===== config.mk =====
export PLATFORM = sky130hd
export DESIGN_NAME = carry_sum_stage
export DESIGN_NICKNAME = d
export VERILOG_FILES = /design/src/rtl/carry_sum_stage.sv
export SDC_FILE = /design/constraint.sdc
export NUM_CORES = 1
export LEC_CHECK = 0
export BUFFER_PORTS_ARGS = -buffer_cell sky130_fd_sc_hd__buf_2
export CELL_PAD_IN_SITES_DETAIL_PLACEMENT = 1
export CELL_PAD_IN_SITES_GLOBAL_PLACEMENT = 1
export CORE_MARGIN = 3
export CORE_UTILIZATION = 48
export DETAILED_ROUTE_END_ITERATION = 6
export PLACE_DENSITY = 0.78
export RECOVER_POWER = 25
export SYNTH_ARGS = -nofsm -noshare
export SYNTH_HDL_FRONTEND = slang
export SYNTH_SLANG_ARGS = --single-unit

===== constraint.sdc =====
create_clock -name clk -period 4.78 [get_ports clk]
set_input_delay 0.239 -clock clk [delete_from_list [all_inputs] [get_ports clk]]
set_output_delay 0.239 -clock clk [all_outputs]
set_load 0.1 [all_outputs]

===== src/rtl/carry_sum_stage.sv =====
// carry_sum_stage: holds propagate/carry-in per operation in an in-order FIFO and
// combines each entry with the carry-tree output into a registered sum, carry-out and overflow.
module carry_sum_stage #(
    parameter int N     = 32,
    parameter int DEPTH = 4
) (
    input  logic                     clk,
    input  logic                     rst,
    input  logic                     pg_valid,
    input  logic [N-1:0]             p_in,
    input  logic                     cin_in,
    input  logic                     c_valid,
    input  logic [N-1:0]             c_in,
    output logic [N-1:0]             sum_out,
    output logic                     cout,
    output logic                     ovf,
    output logic                     out_valid,
    output logic [$clog2(DEPTH):0]   fifo_cnt,
    output logic                     err_underflow,
    output logic                     err_overflow
);
    localparam int AW = $clog2(DEPTH);
    localparam int CW = AW + 1;

    logic [N:0]    mem_q [DEPTH];
    logic [AW-1:0] wr_ptr_q, wr_ptr_d, rd_ptr_q, rd_ptr_d;
    logic [CW-1:0] cnt_q, cnt_d;
    logic [N-1:0]  sum_q, sum_d;
    logic          cout_q, ovf_q, valid_q, err_unf_q, err_ovf_q;
    logic          empty, full, bypass, pop, push, combine;
    logic [N:0]    head;

    // An empty FIFO with both valids means a combinational tree: skip storage entirely.
    always_comb begin
        empty    = cnt_q == '0;
        full     = cnt_q == CW'(DEPTH);
        bypass   = empty & pg_valid & c_valid;
        pop      = c_valid & ~empty;
        push     = pg_valid & ~bypass & (~full | pop);
        combine  = bypass | pop;
        head     = bypass ? {p_in, cin_in} : mem_q[rd_ptr_q];
        wr_ptr_d = wr_ptr_q + AW'(push);
        rd_ptr_d = rd_ptr_q + AW'(pop);
        cnt_d    = cnt_q + CW'(push) - CW'(pop);
        sum_d    = head[N:1] ^ {c_in[N-2:0], head[0]};
    end

    always_ff @(posedge clk) begin
        if (push) mem_q[wr_ptr_q] <= {p_in, cin_in};
    end

    always_ff @(posedge clk) begin
        if (rst) begin
            wr_ptr_q  <= '0;
            rd_ptr_q  <= '0;
            cnt_q     <= '0;
            sum_q     <= '0;
            cout_q    <= 1'b0;
            ovf_q     <= 1'b0;
            valid_q   <= 1'b0;
            err_unf_q <= 1'b0;
            err_ovf_q <= 1'b0;
        end else begin
            wr_ptr_q  <= wr_ptr_d;
            rd_ptr_q  <= rd_ptr_d;
            cnt_q     <= cnt_d;
            valid_q   <= combine;
            err_unf_q <= err_unf_q | (c_valid & empty & ~pg_valid);
            err_ovf_q <= err_ovf_q | (pg_valid & full & ~c_valid);
            if (combine) begin
                sum_q  <= sum_d;
                cout_q <= c_in[N-1];
                ovf_q  <= c_in[N-1] ^ c_in[N-2];
            end
        end
    end

    assign sum_out       = sum_q;
    assign cout          = cout_q;
    assign ovf           = ovf_q;
    assign out_valid     = valid_q;
    assign fifo_cnt      = cnt_q;
    assign err_underflow = err_unf_q;
    assign err_overflow  = err_ovf_q;
endmodule


# After elaboration in Yosys (flattened, before gate mapping)
# Memory sizes are Yosys's and may differ from the RTL's. A register that Yosys moved wholly into a read port is not among the register bits.
# Cells that the tools add are included.
[word_totals] memories=1 ff_bits=44 mem_bits_rw=132
[op_classes] addsub=4 n_reduce_logical=1 n_eq_ne=1 mux=4 bitwise_logic=20
[mem_list] memory="mem_q" depth=4 word_bits=33 read_ports=1 rd_clocked_by_memory_dff=1 write_ports=1 line="25" source="logic [N:0] mem_q [DEPTH];"
[op_table] cell="2-to-1 mux 33 bit" n=1
[op_table] cell="bitwise XOR 32 bit" n=1
[op_table] cell="AND 1 bit" n=9
[op_table] cell="inverter 1 bit" n=5
[op_table] cell="adder 2 x 1 -> 2 bit" n=2
[op_table] cell="bitwise OR 1 bit" n=4
[op_table] cell="adder 3 x 1 -> 3 bit" n=1
[op_table] cell="equality test 3 bit (second input constant)" n=1
[op_table] cell="logical NOT 3 bit" n=1
[op_table] cell="subtractor 3 x 1 -> 3 bit" n=1
[op_table] cell="2-to-1 mux 1 bit" n=2
[op_table] cell="2-to-1 mux 2 bit" n=1
[op_table] cell="bitwise XOR 1 bit" n=1

# Longest topological paths before layout
[depth] word_depth=8 ltp_mapped=11 mapped_depth_nobuf=9

# Worst setup path after synthesis
# OpenSTA, ideal clock, no wires.
[synth_timing] path_type="register to register" from="reg cnt_q[1] (netlist: fifo_cnt[1])" to="mem mem_q[1][0] (netlist name), enable pin" n_path_buf=2 setup_slack_ns=-0.092 setup_time_ns=0.471 t_arrival_ns=4.401 stages_incl_launch_ff=6 period_less_slack_ns=4.872 path_cell_list="dfxtp_1 nor3_4 buf_2 buf_12 a211o_1 nor3b_1"
[synth_between] elab_chain_cells=8 word_cells_on_any_way=13
[synth_rtl] item="from (decl)" line="27" source="logic [CW-1:0] cnt_q, cnt_d;"
[synth_rtl] item="from (signal assigned)" line="66" source="cnt_q <= cnt_d;"
[synth_rtl] item="logical NOT 3 bit" line="35" source="empty = cnt_q == '0;"
[synth_rtl] item="AND 1 bit (2 in a row)" line="37" source="bypass = empty & pg_valid & c_valid;"
[synth_rtl] item="inverter 1 bit" line="39" source="push = pg_valid & ~bypass & (~full | pop);"
[synth_rtl] item="AND 1 bit" line="39"
[synth_rtl] item="AND 1 bit *" line="39"
[synth_rtl] item="2-to-1 mux 1 bit *" line="49" source="if (push) mem_q[wr_ptr_q] <= {p_in, cin_in};"
[synth_rtl] item="2-to-1 mux 1 bit (not written as such) *" line="49"
[synth_rtl] item="to (decl)" line="25"
# Every way passes the cells marked *; elsewhere a longest branch is shown, timed or not.

==> reports/results.ini <==
[die]
placeableCoreArea_um2=14750
ios=109
dieArea_um2=16800
die_h_um=129.6
fp.dieW_um=129.6
start_util_pct=49.70
num_rows=44

[hold_path]
min_path_cells=1
hold_end=mem_q[0][9]
hp-class=in2reg
hp-start=p_in[8]

[timing]
setup_tns_ns=0
setup_viol=0
fin_crit_sh_pct=58.89
drv_slew=0
slew_headroom_pct=21.40
fin_hold_ws_ns=0.06562
rsz0062_at_grt=false
period_needed_ns=2.815
worst_slew_pin_slew_ns=1.179
max_freq_ghz=0.3553
final-hold-violation-count=0
skew_ns=0.008105

[cells_and_area]
final_layout_size_suffix_gt1_share_pct=30.89
area_growth_syn_to_layout_pct=14.90
nets=621
antennaDiodeCount=0

[worst_setup_path]
r2r_start=rd_ptr_q[0]
slowest_delay_ns=0.84
critPathRequiredTime_ns=5.09
cp_num_buf_inv=1
start_kind=flip-flop
path_cells=buf_4, mux4_2, a21boi_1, or3_1, a32o_1
reg2reg_slack_ns=1.97
worstPathMaxFanout=21
critPathSlowestCell=dfxtp_2
rr_worst_depth=5
reg2reg_to=sum_out[27]
cp_top_family=flip-flops
critPathCaptureType=flip-flop
arrival_ns=3.13
crit_type=reg2reg

[route]
vias_per_cell=6.054
drt-wirelength-per-cell_um=22.50
antenna_left=0
drt_iter0_drc=401
dr.pass1.iters=7
wirelength_um=16740
vias=4504
remaining_drc_errors=0

[place]
hpwl_um=10320
place.gp.congestion=0.7504
io_buffers=108

[pwr]
p_leak_nw=3.027
powerDensity_nw_per_um2=603.6
max-vdd-ir-drop_v=0.0005002

[global_routing]
track_usage_pct=20.95
grt_overflow_total=0
grt_max_degree=64
grt_pass1_wl_um=26050
antenna_found_initial=1
grt_pass1_vias=4780

[cts]
cts.htree.levels=4
cts-resized-gates=0
clock_latency_ns=0.42
cts_buffers=17
clock_path_buffers=2
hold_buffers=0
cts_tree=done
post_cts_buffers=0
clk_pin_slew_ns=0.06
clock-root-buffer=clkbuf_16
numClockSinks=176

[synthesis]
synth_cell_types=40
synthCells=444
synthesis.area_um2=7333
seq_area_frac_synth_pct=66.06
postSynthAreaPerCell_um2=16.52
synth_nets=518
ys_seq_elements=176
yosys.area.top_type=edfxtp_1
yosysTopAreaCellShare_pct=54.05
yosysWarnings=0
synth.area.top_cells=edfxtp_1 (54%), dfxtp_1 (12%), mux4_2 (10%)

[run]
max_cap_viol_count=0

[run_status]
outcome=completed

flip-flops by register name, indices dropped and copies added (netlist names), 2 cells and up:
| signal | flops |
|---|---|
| rd_ptr_q | 2 |
| mem_q | 132 |
| fifo_cnt | 3 |
| wr_ptr_q | 2 |
| sum_out | 32 |
power breakdown:
| group | switching [W] | internal, W | leakage, nW |
|---|---|---|---|
| clock network | 0.000581 | 0.000744 | 0.264 |
| registers | 0.000166 | 0.00188 | 1.57 |
| logic | 0.00116 | 0.000552 | 1.20 |
logic make-up after synthesis:
| family | after synthesis | synth area share, % |
|---|---|---|
| AOI/OAI and AO/OA | 100 | 10.39 |
| xor gates and xnor gates | 7 | 0.8361 |
| adders and majority gates | 5 | 0.9555 |
| buffers and inverters | 34 | 4.061 |
| DFF | 176 | 66.06 |
| muxes | 34 | 10.27 |
| and+or+nand+nor | 88 | 7.422 |
worst max-delay path by stage:
stage | start | to | slack, ns | cells past startpoint
floorplan | fifo_cnt[1] | mem_q[0][0] | 0.12 | 5
global placement | rd_ptr_q[0] | sum_out[25] | 2.04 | 5
CTS | rd_ptr_q[0] | sum_out[27] | 1.89 | 5
detailed placement | rd_ptr_q[0] | sum_out[27] | 1.91 | 5
global route | rd_ptr_q[0] | sum_out[27] | 1.75 | 5
finish | rd_ptr_q[0] | sum_out[27] | 1.97 | 5
Yosys cell counts (all sizes together):
cell type	n
and2	1
and2b	1
nor3	2
xor2	2
inv	5
bufbuf	2
nor2b	5
o21ai	31
mux4	33
xnor2	5
nand2b	1
edfxtp	132
nor3b	1
nand2	3
a32o	31
a31oi	2
and3	32
clkbuf	6
a21boi	31
fa	1
a21oi	3
nor4b	1
a211o	1
nand3	1
or3	31
buf	21
o41ai	1
ha	4
mux2i	1
nor2	9
dfxtp	44
metrics by stage:
step	cells	cell area [um2]	worst slack, ns	utilization (%)	power, W
after floorplan	444	7338	0.1166	-	0.003540
final	744	8426	1.965	57.11	0.005086
after global routing	744	8426	1.754	57.11	0.005326
after global placement	712	7891	2.038	53.49	0.003730
after CTS	744	8457	1.886	57.32	0.005139
after detailed placement	712	7891	1.912	53.49	0.003806
metal layers:
layer	track usage (%)	part of all wire, %	wire, um
met5	0	0.054	9
met4	7.090	1.2	203
met1	26.28	40	6765
met2	36.25	53	8882
met3	4.575	5.3	881
worst register-to-register path: stages, from the launching register on:
cell      delay [ns]
dfxtp_2         0.84
buf_4           0.47
mux4_2          0.58
a21boi_1        0.16
or3_1           0.40
a32o_1          0.25
cell type report:
class                      count  area, um2
inverter                       5      18.77
timing repair buffer         113      546.8
clock inverter                13      112.6
tap                          184      230.2
clock buffer                  19      452.9
fill                        1404       6329
multi-input combinational    234       2217
sequential                   176       4847
placed cells by master, fill, tap and decap left out, types with 8 or more instances in the layout:
master     instances
a21boi_1          31
a32o_1            31
and3_1            22
and3_2            10
buf_2             83
clkbuf_1          25
clkbuf_16         17
dfxtp_1           42
edfxtp_1         132
mux4_2            33
nor2_1             8
o21ai_0           31
or3_1             31
(Power assumes the default switching activity.)
